**config.mk**
```make
export PLATFORM = sky130hd
export DESIGN_NAME = sdma_inst_sched
export DESIGN_NICKNAME = d
export VERILOG_FILES = /design/src/rtl/sdma_sched_pkg.sv /design/src/rtl/sdma_inst_fifo.sv /design/src/rtl/sdma_inst_sched.sv
export SDC_FILE = /design/constraint.sdc
export NUM_CORES = 1
export LEC_CHECK = 0
export BUFFER_PORTS_ARGS = -buffer_cell sky130_fd_sc_hd__buf_2
export CAP_MARGIN = 40
export CELL_PAD_IN_SITES_DETAIL_PLACEMENT = 1
export CELL_PAD_IN_SITES_GLOBAL_PLACEMENT = 1
export CORE_ASPECT_RATIO = 0.7
export CORE_MARGIN = 5
export CORE_UTILIZATION = 51
export DETAILED_ROUTE_END_ITERATION = 7
export PLACE_DENSITY_LB_ADDON = 0.25
export SLEW_MARGIN = 30
export SYNTH_ARGS = -nofsm -noshare
export SYNTH_HDL_FRONTEND = slang
export SYNTH_SLANG_ARGS = --single-unit
```
**constraint.sdc**
```tcl
create_clock -name clk -period 3.9 [get_ports clk]
set_input_delay 0.39 -clock clk [delete_from_list [all_inputs] [get_ports clk]]
set_output_delay 0.39 -clock clk [all_outputs]
set_load 0.03 [all_outputs]
```
**src/rtl/sdma_sched_pkg.sv**
```systemverilog
// Shared types and helpers for the SDMA instruction scheduler.
package sdma_sched_pkg;

  localparam int unsigned SDMA_INSTWIDTH = 32;
  localparam int unsigned DEF_QDEPTH     = 4;

  typedef enum logic [1:0] {
    CH_IDLE = 2'b00,
    CH_CFG  = 2'b01,
    CH_WORK = 2'b10,
    CH_ILL  = 2'b11
  } ch_state_e;

  function automatic int unsigned clog2(input int unsigned v);
    int unsigned r;
    r = 0;
    while ((64'd1 << r) < 64'(v)) r++;
    return r;
  endfunction

  localparam int unsigned QCNT_W = clog2(DEF_QDEPTH + 1);

endpackage

```
**src/rtl/sdma_inst_fifo.sv**
```systemverilog
// Instruction queue: power-of-two depth, registered count, combinational head.
module sdma_inst_fifo
  import sdma_sched_pkg::*;
#(
  parameter int unsigned INST_W = SDMA_INSTWIDTH,
  parameter int unsigned QDEPTH = DEF_QDEPTH
) (
  input  logic                            clk,
  input  logic                            rst,
  input  logic                            i_push,
  input  logic                            i_pop,
  input  logic [INST_W-1:0]               i_data,
  output logic [INST_W-1:0]               o_head,
  output logic                            o_full,
  output logic                            o_empty,
  output logic [clog2(QDEPTH+1)-1:0]      o_count
);

  localparam int unsigned PTR_W = clog2(QDEPTH);
  localparam int unsigned CNT_W = clog2(QDEPTH + 1);
  localparam logic [CNT_W-1:0] FULL_CNT = CNT_W'(QDEPTH);

  logic [INST_W-1:0] r_mem [QDEPTH];
  logic [PTR_W-1:0]  r_wr_ptr;
  logic [PTR_W-1:0]  r_rd_ptr;
  logic [CNT_W-1:0]  r_cnt;
  logic              w_push;
  logic              w_pop;

  assign o_full  = (r_cnt == FULL_CNT);
  assign o_empty = (r_cnt == '0);
  assign o_count = r_cnt;
  assign o_head  = r_mem[r_rd_ptr];
  assign w_push  = i_push & ~o_full;
  assign w_pop   = i_pop & ~o_empty;

  always_ff @(posedge clk) begin
    if (w_push) r_mem[r_wr_ptr] <= i_data;
  end

  // Pointers wrap naturally because QDEPTH is a power of two.
  always_ff @(posedge clk) begin
    if (rst) begin
      r_wr_ptr <= '0;
      r_rd_ptr <= '0;
      r_cnt    <= '0;
    end else begin
      if (w_push) r_wr_ptr <= r_wr_ptr + 1'b1;
      if (w_pop)  r_rd_ptr <= r_rd_ptr + 1'b1;
      case ({w_push, w_pop})
        2'b10:   r_cnt <= r_cnt + 1'b1;
        2'b01:   r_cnt <= r_cnt - 1'b1;
        default: r_cnt <= r_cnt;
      endcase
    end
  end

endmodule

```
**src/rtl/sdma_inst_sched.sv**
```systemverilog
// Queues SDMA instructions and dispatches them round-robin to NUM_CH
// independent IDLE/CFG/WORK transfer-control channels.
module sdma_inst_sched
  import sdma_sched_pkg::*;
#(
  parameter int unsigned INST_W = SDMA_INSTWIDTH,
  parameter int unsigned QDEPTH = DEF_QDEPTH,
  parameter int unsigned NUM_CH = 2
) (
  input  logic                         clk,
  input  logic                         rst,
  input  logic                         i_en,
  input  logic                         i_inst_vld,
  input  logic [INST_W-1:0]            i_inst,
  output logic                         o_inst_rdy,
  input  logic [NUM_CH-1:0]            i_ch_ready,
  input  logic [NUM_CH-1:0]            i_ch_done,
  output logic [NUM_CH-1:0]            o_ch_en,
  output logic [NUM_CH*INST_W-1:0]     o_ch_inst,
  output logic [clog2(QDEPTH+1)-1:0]   o_q_cnt,
  output logic                         o_idle,
  output logic                         o_err_done
);

  localparam int unsigned CNT_W = clog2(QDEPTH + 1);
  localparam int unsigned PTR_W = (NUM_CH > 1) ? clog2(NUM_CH) : 1;

  logic                w_push;
  logic                w_full;
  logic                w_empty;
  logic [INST_W-1:0]   w_head;
  logic [CNT_W-1:0]    w_cnt;
  logic                w_q_empty_nxt;

  logic [NUM_CH-1:0]   w_is_idle;
  logic [NUM_CH-1:0]   w_not_work;
  logic [NUM_CH-1:0]   w_idle_nxt;
  logic [NUM_CH-1:0]   w_elig;
  logic [2*NUM_CH-1:0] w_elig_dbl;
  logic [NUM_CH-1:0]   w_elig_rot;
  logic [NUM_CH-1:0]   w_grant;
  logic                w_gnt_any;
  logic [PTR_W-1:0]    w_win;
  logic [PTR_W-1:0]    w_rr_nxt;

  logic [PTR_W-1:0]    r_rr;
  logic                r_idle;
  logic                r_err_done;

  assign w_push     = i_inst_vld & ~w_full;
  assign o_inst_rdy = ~w_full;
  assign o_q_cnt    = w_cnt;
  assign o_idle     = r_idle;
  assign o_err_done = r_err_done;

  sdma_inst_fifo #(
    .INST_W (INST_W),
    .QDEPTH (QDEPTH)
  ) u_fifo (
    .clk     (clk),
    .rst     (rst),
    .i_push  (w_push),
    .i_pop   (w_gnt_any),
    .i_data  (i_inst),
    .o_head  (w_head),
    .o_full  (w_full),
    .o_empty (w_empty),
    .o_count (w_cnt)
  );

  // Rotate eligibility so rr_ptr lands on bit 0, then take the lowest set bit.
  assign w_elig     = w_is_idle & i_ch_ready & {NUM_CH{i_en & ~w_empty}};
  assign w_elig_dbl = {w_elig, w_elig};
  assign w_elig_rot = NUM_CH'(w_elig_dbl >> r_rr);

  always_comb begin
    w_gnt_any = 1'b0;
    w_win     = '0;
    w_rr_nxt  = '0;
    w_grant   = '0;
    for (int unsigned i = 0; i < NUM_CH; i++) begin
      if (!w_gnt_any && w_elig_rot[i]) begin
        w_gnt_any = 1'b1;
        w_win     = PTR_W'((32'(r_rr) + i) % NUM_CH);
        w_rr_nxt  = PTR_W'((32'(r_rr) + i + 1) % NUM_CH);
      end
    end
    for (int unsigned k = 0; k < NUM_CH; k++) begin
      w_grant[k] = w_gnt_any && (w_win == PTR_W'(k));
    end
  end

  assign w_q_empty_nxt = ((w_cnt == '0) && !w_push) ||
                         ((w_cnt == CNT_W'(1)) && w_gnt_any && !w_push);

  always_ff @(posedge clk) begin
    if (rst) begin
      r_rr       <= '0;
      r_idle     <= 1'b1;
      r_err_done <= 1'b0;
    end else begin
      if (w_gnt_any) r_rr <= w_rr_nxt;
      r_idle     <= w_q_empty_nxt & (&w_idle_nxt);
      r_err_done <= |(i_ch_done & w_not_work);
    end
  end

  for (genvar k = 0; k < NUM_CH; k++) begin : g_ch
    ch_state_e         r_state;
    logic              r_en;
    logic [INST_W-1:0] r_inst;

    assign w_is_idle[k]  = (r_state == CH_IDLE);
    assign w_not_work[k] = (r_state != CH_WORK);
    assign w_idle_nxt[k] = ((r_state == CH_IDLE) && !w_grant[k]) ||
                           ((r_state == CH_WORK) && i_ch_done[k]) ||
                           (r_state == CH_ILL);
    assign o_ch_en[k]                   = r_en;
    assign o_ch_inst[k*INST_W +: INST_W] = r_inst;

    always_ff @(posedge clk) begin
      if (rst) begin
        r_state <= CH_IDLE;
        r_en    <= 1'b0;
        r_inst  <= '0;
      end else begin
        case (r_state)
          CH_IDLE: if (w_grant[k]) begin
            r_state <= CH_CFG;
            r_en    <= 1'b1;
            r_inst  <= w_head;
          end
          CH_CFG: r_state <= CH_WORK;
          CH_WORK: if (i_ch_done[k]) begin
            r_state <= CH_IDLE;
            r_en    <= 1'b0;
            r_inst  <= '0;
          end
          default: begin
            r_state <= CH_IDLE;
            r_en    <= 1'b0;
            r_inst  <= '0;
          end
        endcase
      end
    end
  end

endmodule

```
; Yosys cells after proc, flatten, opt, wreduce, memory -nomap -nowiden
; Memories as Yosys holds them, arrays and structs flattened. A register that Yosys moved wholly into a read port is not among the register bits.
; Cells that the tools add are included.
[op_classes]
addsub = 6
n_eq_ne = 16
n_shift = 1
mux = 29
n_bitwise = 13
n_reduce_logical = 29
[op_table]
columns = cell, n
row1 = 32-bit case mux with 3 select lines, 2
row2 = 32-bit two-way mux, 4
row3 = 1-bit two-way mux, 12
row4 = 2-bit two-way mux, 6
row5 = 2-bit case mux with 3 select lines, 2
row6 = 2-bit equality test (second input constant), 5
row7 = 1-bit logical AND, 10
row8 = 2-bit != test (second input constant), 4
row9 = 2-bit bitwise AND, 3
row10 = 2-bit by 1-bit equality test with 1-bit output (second input constant), 3
row11 = 1-bit case mux with 3 select lines, 2
row12 = 3-bit case mux with 2 select lines, 1
row13 = 2-bit AND reduction, 3
row14 = 3-bit AND reduction, 2
row15 = 1-bit bitwise AND, 5
row16 = 1-bit logical OR, 5
row17 = 1-bit NOT, 5
row18 = 2-bit by 1-bit adder with 2-bit output (second input constant), 2
row19 = 1-bit logical NOT, 4
row20 = 2-bit logical NOT, 2
row21 = 2-bit by 1-bit != test with 1-bit output (second input constant), 2
row22 = 4-bit by 1-bit >> shifter with 2-bit output, 1
row23 = 3-bit by 1-bit adder with 3-bit output (second input constant), 1
row24 = 3-bit by 1-bit equality test with 1-bit output (second input constant), 1
row25 = other kinds (6), 7
[totals]
ff_bits = 80
ramBits = 128
output_inout_bits = 72
elab_cells = 107
n_memories = 1
[memory_table]
columns = name, depth, width, rd, rd_clocked_by_memory_dff, wr, line
row1 = u_fifo.r_mem, 4, 32, 1, 1, 1, sdma_inst_fifo.sv:23  ; logic [INST_W-1:0] r_mem [QDEPTH];

; Longest topological paths before layout
; Gate-level depths: netlist (run 1).
[depth]
depth_word = 17
ltp_mapped = 8

; By module
; Synthesis (run 1) repeated with hierarchy kept, for this count alone.
[hier_totals]
cells_unflattened = 420
hier_area_um2 = 7613.6
[modules_own_cells]
columns = module, instances, cells_each, area_per_inst_um2
row1 = sdma_inst_fifo, 1, 221, 5143.7
row2 = sdma_inst_sched, 1, 199, 2469.9

; Worst setup path after synthesis (run 1)
; No wires, ideal clock.
[synth_path]
path_kind = register -> register
from = reg u_fifo.r_cnt[0] (netlist: u_fifo.o_count[0])
to = mem u_fifo.r_mem[0][0] (netlist name) (enable)
setup_ns = 0.392
arrival_ns = 2.142
t_required_ns = 3.508
setup_slack_ns = 1.366
stages_incl_launch_ff = 5
n_path_buf = 0
period_less_slack_ns = 2.534
cell_sequence = dfxtp_1 > inv_1 > ha_1 > a21boi_1 > and2_1
[synth_between]
elab_chain_len = 6
[synth_rtl]
columns = element, line
row1 = from (decl), sdma_inst_fifo.sv:26  ; logic [CNT_W-1:0] r_cnt;
row2 = from (signal assigned), sdma_inst_fifo.sv:51  ; 2'b10: r_cnt <= r_cnt + 1'b1;
row3 = from (signal assigned), sdma_inst_fifo.sv:52  ; 2'b01: r_cnt <= r_cnt - 1'b1;
row4 = from (signal assigned), sdma_inst_fifo.sv:53  ; default: r_cnt <= r_cnt;
row5 = 3-bit equality test (*), sdma_inst_fifo.sv:30  ; assign o_full = (r_cnt == FULL_CNT);
row6 = 1-bit NOT (*), "sdma_inst_fifo.sv:34, sdma_inst_sched.sv:50"
row7 = 1-bit bitwise AND, sdma_inst_sched.sv:50  ; assign w_push = i_inst_vld & ~w_full;
row8 = 1-bit bitwise AND (*), sdma_inst_fifo.sv:34  ; assign w_push = i_push & ~o_full;
row9 = 1-bit two-way mux (*), sdma_inst_fifo.sv:38  ; if (w_push) r_mem[r_wr_ptr] <= i_data;
row10 = 1-bit two-way mux (not written as such) (*), sdma_inst_fifo.sv:38
row11 = to (decl), sdma_inst_fifo.sv:23
; Mark *: on every way between the ends. The rest lies on a longest branch, timed or not.

; Worst setup path after layout (run 1)
[layout_path]
from = reg u_fifo.r_cnt[0] (netlist: u_fifo.o_count[0])
to = mem u_fifo.r_mem[2][15] (netlist name) (enable)
; The elaborated chain is that of the path after synthesis.

==> impl_summary.txt, run 1 <==
----------------------------------------------------
[Timing]
  Normalized max-slew margin ... 49.69%
  Actual slew at the worst max-slew pin ... ~750 ps
  Final setup violating endpoints ... 0
  RSZ-0062 raised after global routing ... false
  Tightest hold margin ... 125.7 ps
  Count of pins over their slew limit ... 0
  Post-Route Skew ... 12.15 ps
  Final period util ... 61.23%
  Peak Freq ... between 400 and 500 MHz
  Number of endpoints with negative hold slack in the final report ... 0
  Sum of negative setup slack ... 0 ps
  Final critical path time including I/O delays and setup ... around 2400 ps

[Setup path]
  Crit path required time ... around 4100 ps
  Arr. time, crit path ... between 2000 and 3000 ps
  Largest driver fanout on the critical path ... 18
  Type of the worst setup path ... reg2reg
  Element type at the critical path start ... flip-flop
  Crit end category ... flip-flop

[Yosys]
  Yosys synthesis warning count ... 0
  Share of Yosys cell area claimed by the top area cell type ... just over 50%
  Netlist area before placement ... between 7000 and 8000 sq um
  Count of flip-flops with a built-in enable after synthesis ... between 100 and 150
  Syn_nets ... between 400 and 500
  Most numerous cell types in the synthesized netlist ... sky130_fd_sc_hd__edfxtp_1, sky130_fd_sc_hd__dfxtp_1, sky130_fd_sc_hd__a22o_1, sky130_fd_sc_hd__mux4_2
  Biggest area consumer among synthesized cells ... sky130_fd_sc_hd__edfxtp_1
  Count leader, synth ... sky130_fd_sc_hd__edfxtp_1
  Post-synthesis sequential area ratio ... ~74%
  Post-Synthesis Cells ... ~400
  Top post-synthesis cells by area ... sky130_fd_sc_hd__edfxtp_1, sky130_fd_sc_hd__dfxtp_1, sky130_fd_sc_hd__mux4_2
  Number of register bits inferred by synthesis ... between 200 and 250
  Post-Syn Area per Cell ... between 15 and 20 sq um
  Unique masters post-synth ... 37
  Most used flip-flop cell after synthesis ... sky130_fd_sc_hd__edfxtp_1
  FFs w/ async S/R, synth ... 0%

[Global route]
  Largest net degree at the start of global routing ... 34
  Number of antenna violations at the first check in global routing ... 2
  Global route overflow ... 0
  Global-route track usage on met1 ... between 20 and 30%
  Vias in the first global route ... 4,608
  GRT busiest layer ... met2
  Global-route wire length before repair ... between 20,000 and 30,000 um
  Total GRT Usage ... around a fifth
  Met2 routing resource usage after global routing ... about 34%
  GR Util met3 ... 5.267%

[Final layout]
  Layout cell share with drive strength beyond 1 ... around 37%
  Area Overhead vs Synth ... 21.72%
  Net count, final ... 576

[Route]
  Starting DRC count in detailed routing ... between 300 and 400
  Average wire per cell in the routed design ... between 20 and 25 um
  Total via count in the routed design ... about 4.2k
  First-pass iteration count of the detailed router ... 5
  Final wirelength ... roughly 18,000 um
  Number of nets still failing antenna checks after routing ... 0
  Residual DRC count ... 0
  Avg Vias per Cell ... roughly 5.7

[Outcome]
  Run status ... complete, no violations

[Placed design]
  Weighted congestion reported at the end of routability-driven placement ... between 0.7 and 0.8
  Port buffer count ... around 110
  Sum of net half-perimeters after detailed placement ... ~12,000 um

[Die]
  Std-Cell Rows ... 37
  IO Count ... between 100 and 150
  Initial cell density of the core ... between 50% and 60%
  Std-Cell Core Area ... approximately 14,000 sq um
  Chip height ... around 110 um
  Die footprint ... between 15,000 and 20,000 sq um
  Horizontal die dimension ... 154.4 um

[Power and ir drop]
  Static leakage ... about 0.0035 uW
  Worst vdd rail ir drop ... between 0.3 and 0.4 mV
  Power per cell area ... ~660 nW/um^2

[CTS]
  Root buffer selected by CTS ... sky130_fd_sc_hd__clkbuf_16
  Count of hold-fix buffers inserted at cts ... 0
  Number of buffers inserted to repair setup after CTS ... 0
  Clk_lat worst skew ... 480 ps
  CTS Sinks ... 210
  Clock transition at the registers of the reported paths ... ~60 ps
  Number of instances resized during post-cts repair ... 0
  Clock tree from TritonCTS ... done
  TritonCTS Buffers ... 21
  CTS H-Tree Depth ... 1
  CTS Buffer Depth ... 3

[Min path]
  Type of the worst min-delay path ... in2reg

[Flow run]
  Max-cap violation count ... 0

----------------------------------------------------
[cells in the final DEF, fill, tap and decap left out, types with 3 or more instances in the layout]
| master | n |
|---|---|
| sky130_fd_sc_hd__inv_1 | 8 |
| sky130_fd_sc_hd__buf_2 | 111 |
| sky130_fd_sc_hd__bufinv_16 | 3 |
| sky130_fd_sc_hd__clkbuf_16 | 21 |
| sky130_fd_sc_hd__xor2_1 | 3 |
| sky130_fd_sc_hd__nand2b_1 | 3 |
| sky130_fd_sc_hd__clkbuf_8 | 4 |
| sky130_fd_sc_hd__clkbuf_1 | 3 |
| sky130_fd_sc_hd__o21ai_0 | 4 |
| sky130_fd_sc_hd__ha_1 | 9 |
| sky130_fd_sc_hd__a21oi_1 | 7 |
| sky130_fd_sc_hd__and2_2 | 4 |
| sky130_fd_sc_hd__buf_16 | 6 |
| sky130_fd_sc_hd__mux4_2 | 32 |
| sky130_fd_sc_hd__dfxtp_1 | 80 |
| sky130_fd_sc_hd__edfxtp_1 | 128 |
| sky130_fd_sc_hd__clkinv_2 | 4 |
| sky130_fd_sc_hd__nor2_1 | 10 |
| sky130_fd_sc_hd__a22o_1 | 64 |
[path summary, 6_finish.rpt]
kind | startpoint | endpoint | slack [ps] | cells past startpoint
min | i_inst[30] | u_fifo.r_mem[1][30] | 130 | 1
max reg2reg | u_fifo.o_count[0] | u_fifo.r_mem[2][15] | 1510 | 5
max | u_fifo.o_count[0] | u_fifo.r_mem[2][15] | 1510 | 5
min reg2reg | g_ch[0].r_en | g_ch[0].r_en | 470 | 1
[routing by layer]
layer	up-vias	routed length, um
met3	24	1286
met5	-	14
met1	2167	7310
met2	153	8630
met4	2	310
li1	1869	-
[power breakdown]
| part | leakage, uW | internal (uW) | switching (uW) |
|---|---|---|---|
| sequential | 0.00184 | 2600 | 141 |
| combinational | 0.00127 | 492 | 738 |
| clock | 0.000351 | 1260 | 797 |
[flip-flops by register name (all words and copies together), names as in the netlist, named ones only]
register         cells
u_fifo.r_wr_ptr      2
r_rr                 1
o_idle               1
u_fifo.r_mem       128
o_err_done           1
g_ch.r_inst         64
u_fifo.o_count       3
g_ch.r_en            2
g_ch.r_state         4
u_fifo.r_rd_ptr      2
[per-stage QoR]
step	power (uW)	cell area, sq um	util (%)	setup WS (ps)	instances
after global routing	6299	9066	62.57	1331	737
final	6028	9066	62.57	1512	737
after floorplan	3588	7448	-	1366	408
after global placement	3881	8145	56.21	1547	691
after detailed placement	3979	8283	57.16	1354	696
after CTS	6051	8996	62.08	1340	733
[layout make-up]
type	instances	area (sq um)
diodes	1	2.502
clock buffers	28	591.8
clock inverters	9	121.4
fillers	1298	5424
inverters	8	30.03
multi-input cells	165	1813
flip-flops and latches	210	5488
well taps	195	244.0
repair buffers	121	775.7
[cells by family after synthesis]
family / synth area share (%)
AOI/OAI and AO/OA: 9.357
and+or+nand+nor: 2.789
DFF: 73.64
buffers and inverters: 2.301
xor gates and xnor gates: 0.5880
adders and majority gates: 1.512
muxes: 9.810
[critical path, stage by stage, from the launching register on]
cell and delay (ps):
sky130_fd_sc_hd__dfxtp_1 420, sky130_fd_sc_hd__inv_1 90, sky130_fd_sc_hd__ha_1 250, sky130_fd_sc_hd__a21boi_1 480, sky130_fd_sc_hd__and2_2 620, sky130_fd_sc_hd__buf_16 220
Power figures use the tool's default switching activity.
==> run 2, diff against run 1 <==
--- a/config.mk
+++ b/config.mk
@@ -11,7 +11,7 @@
 export CELL_PAD_IN_SITES_GLOBAL_PLACEMENT = 1
 export CORE_ASPECT_RATIO = 0.7
 export CORE_MARGIN = 5
-export CORE_UTILIZATION = 51
+export CORE_UTILIZATION = 48
 export DETAILED_ROUTE_END_ITERATION = 7
 export PLACE_DENSITY_LB_ADDON = 0.25
 export SLEW_MARGIN = 30
==> constraint.sdc (replaced) <==
create_clock -name clk -period 2.38 [get_ports clk]
set_input_delay 0.238 -clock clk [delete_from_list [all_inputs] [get_ports clk]]
set_output_delay 0.238 -clock clk [all_outputs]
set_load 0.03 [all_outputs]
==> run 2 against run 1 <==
Net effect:
- final cell count increased by 5.3%
- clock skew down 1.3 ps
- largest power group unchanged
- register-to-register slack worse by 1200 ps
- combinational power up 65%
- clock-buffer cell count increased by 2
- die area increased by 5.8%
- sequential power up 62%
- power increased by 56%
- worst hold slack worse by 83 ps
==> impl_summary.txt, run 2 (synthesis gave the netlist of run 1 again) <==
----------------------------------------------------
[Outcome]
  Run status ... complete, no violations

[Global route]
  Global-route wire length before repair ... around 27,000 um
  Number of antenna violations at the first check in global routing ... 0
  Global route overflow ... 0
  Largest net degree at the start of global routing ... 33
  Vias in the first global route ... roughly 4.8k
  Total GRT Usage ... roughly a fifth

[Final layout]
  Net count, final ... around 610
  # diodes ... 0
  Most common cell after layout, fill and taps aside ... sky130_fd_sc_hd__edfxtp_1
  Top Registers ... u_fifo.r_mem x128, g_ch.r_inst x64, g_ch.r_state x4
  Commonest non-fill, non-tap cells in the layout ... sky130_fd_sc_hd__edfxtp_1, sky130_fd_sc_hd__buf_2, sky130_fd_sc_hd__dfxtp_1
  Layout cell share with drive strength beyond 1 ... roughly a third
  Top register by number of flip-flops ... u_fifo.r_mem
  Area Overhead vs Synth ... 23.87%
  Flip-flop count of the largest register after layout ... roughly 130

[Power and ir drop]
  Fraction of power consumed by sequential logic ... approximately 47%
  Switching power summed over all nets ... 2665 uW
  Static leakage ... about 0.0035 uW
  Net Sw Frac ... 28.38%
  Power per cell area ... ~1000 nW/um^2
  Clock share of power ... 31.1%
  Worst vdd rail ir drop ... 0.5333 mV
  Combinational power share ... between 20% and 30%
  Internal power ... roughly 6700 uW

[Timing]
  Final setup violating endpoints ... 0
  Count of pins over their slew limit ... 0
  Sum of negative setup slack ... 0 ps
  Setup ws final ... roughly 270 ps
  Actual slew at the worst max-slew pin ... between 700 and 800 ps
  Final period util ... between 80% and 90%
  Number of endpoints with negative hold slack in the final report ... 0
  Peak Freq ... roughly 470 MHz
  Final critical path time including I/O delays and setup ... between 2000 and 2500 ps
  RSZ-0062 raised after global routing ... false
  Post-Route Skew ... approximately 11 ps
  Normalized max-slew margin ... between 40% and 50%

[CTS]
  Count of hold-fix buffers inserted at cts ... 32
  Root buffer selected by CTS ... sky130_fd_sc_hd__clkbuf_16
  TritonCTS Buffers ... 21
  Number of instances resized during post-cts repair ... 0
  Number of buffers inserted to repair setup after CTS ... 0
  CTS Buffer Depth ... 3
  CTS Sinks ... between 200 and 250
  Clock transition at the registers of the reported paths ... ~60 ps
  Clk_lat worst skew ... between 400 and 500 ps
  CTS H-Tree Depth ... 1
  Clock tree from TritonCTS ... done

[Min path]
  Type of the worst min-delay path ... in2reg

[Placed design]
  Weighted congestion reported at the end of routability-driven placement ... around 0.81
  Worst slack, placed ... about 280 ps
  Sum of net half-perimeters after detailed placement ... between 10,000 and 15,000 um
  Port buffer count ... approximately 110

[Setup path]
  Slowest CP cell ... sky130_fd_sc_hd__and3b_2
  Element type at the critical path start ... flip-flop
  Largest stage delay on the critical path ... around 700 ps
  Largest driver fanout on the critical path ... 32
  Crit path required time ... between 2000 and 3000 ps
  Crit end category ... flip-flop
  Arr. time, crit path ... 2520 ps
  Type of the worst setup path ... reg2reg
  Cell-by-cell trace of the critical path ... or4b_1, nand4_2, and3b_2, a22o_1

[Route]
  Final wirelength ... 16,820 um
  Avg Vias per Cell ... 5.544
  Residual DRC count ... 0
  Starting DRC count in detailed routing ... between 200 and 300
  First-pass iteration count of the detailed router ... 4
  Number of nets still failing antenna checks after routing ... 0
  Average wire per cell in the routed design ... between 20 and 25 um
  Total via count in the routed design ... 4,302

[Die]
  Horizontal die dimension ... 158.9 um
  IO Count ... roughly 110
  Initial cell density of the core ... about half
  Std-Cell Core Area ... roughly 15,000 sq um
  Chip height ... approximately 110 um
  Die footprint ... around 18,000 sq um
  Std-Cell Rows ... 38

[Flow run]
  Max-cap violation count ... 0

----------------------------------------------------
-- run 2: area by class of cell --
| type | count | area [sq um] |
|---|---|---|
| clock buffer | 30 | 569.3 |
| clock inverter | 5 | 25.02 |
| fill | 1417 | 6131 |
| inverter | 8 | 30.03 |
| multi-input combinational | 165 | 1813 |
| sequential | 210 | 5488 |
| tap | 200 | 250.2 |
| timing repair buffer | 158 | 1051 |
-- run 2: path summary, 6_finish.rpt --
kind,startpoint,endpoint,slack [ps],depth (start not counted)
setup / recovery,g_ch[0].r_state[0],g_ch[1].r_inst[8],270,4
setup reg to reg,g_ch[0].r_state[0],g_ch[1].r_inst[8],270,4
hold / removal,i_ch_done[0],o_err_done,40,3
hold reg to reg,g_ch[1].r_en,g_ch[1].r_en,460,2
-- run 2: metrics by stage --
stage	instance area, sq um	std cells	power [uW]	util (%)	hold WS [ps]
3_5_place_dp	8312	709	6542	54.12	453.3
5_1_grt	9226	776	9837	60.08	36.31
3_3_place_gp	8312	709	6447	54.12	430.0
2_1_floorplan	7453	408	5879	-	336.9
4_1_cts	9226	776	9502	60.08	25.54
6_report	9226	776	9390	60.08	42.35
-- run 2: worst max-delay path, delay by kind of cell, from the launching register on --
kind             cells  cell delay [ps]
flip-flops           1              370
AO/OA/AOI/OAI        1              270
AND/OR/NAND/NOR      3             1380
-- run 2: layer usage --
layer	vias to the layer above	share of wire, %	global-route usage, %	routed length (um)
li1	1938	-	-	-
met5	-	0	0	0
met2	115	51	32.84	8565
met1	2227	42	24.35	7138
met3	22	5.1	3.814	860
met4	0	1.5	3.920	256
-- run 2: power groups by stage --
stage | Combinational (uW) | Sequential [uW] | Clock [uW]
after floorplan | 1080 | 4800 | 0
after global placement | 1960 | 4490 | 0
after detailed placement | 2020 | 4520 | 0
after CTS | 2070 | 4450 | 2980
after global routing | 2190 | 4480 | 3160
final | 2030 | 4440 | 2920
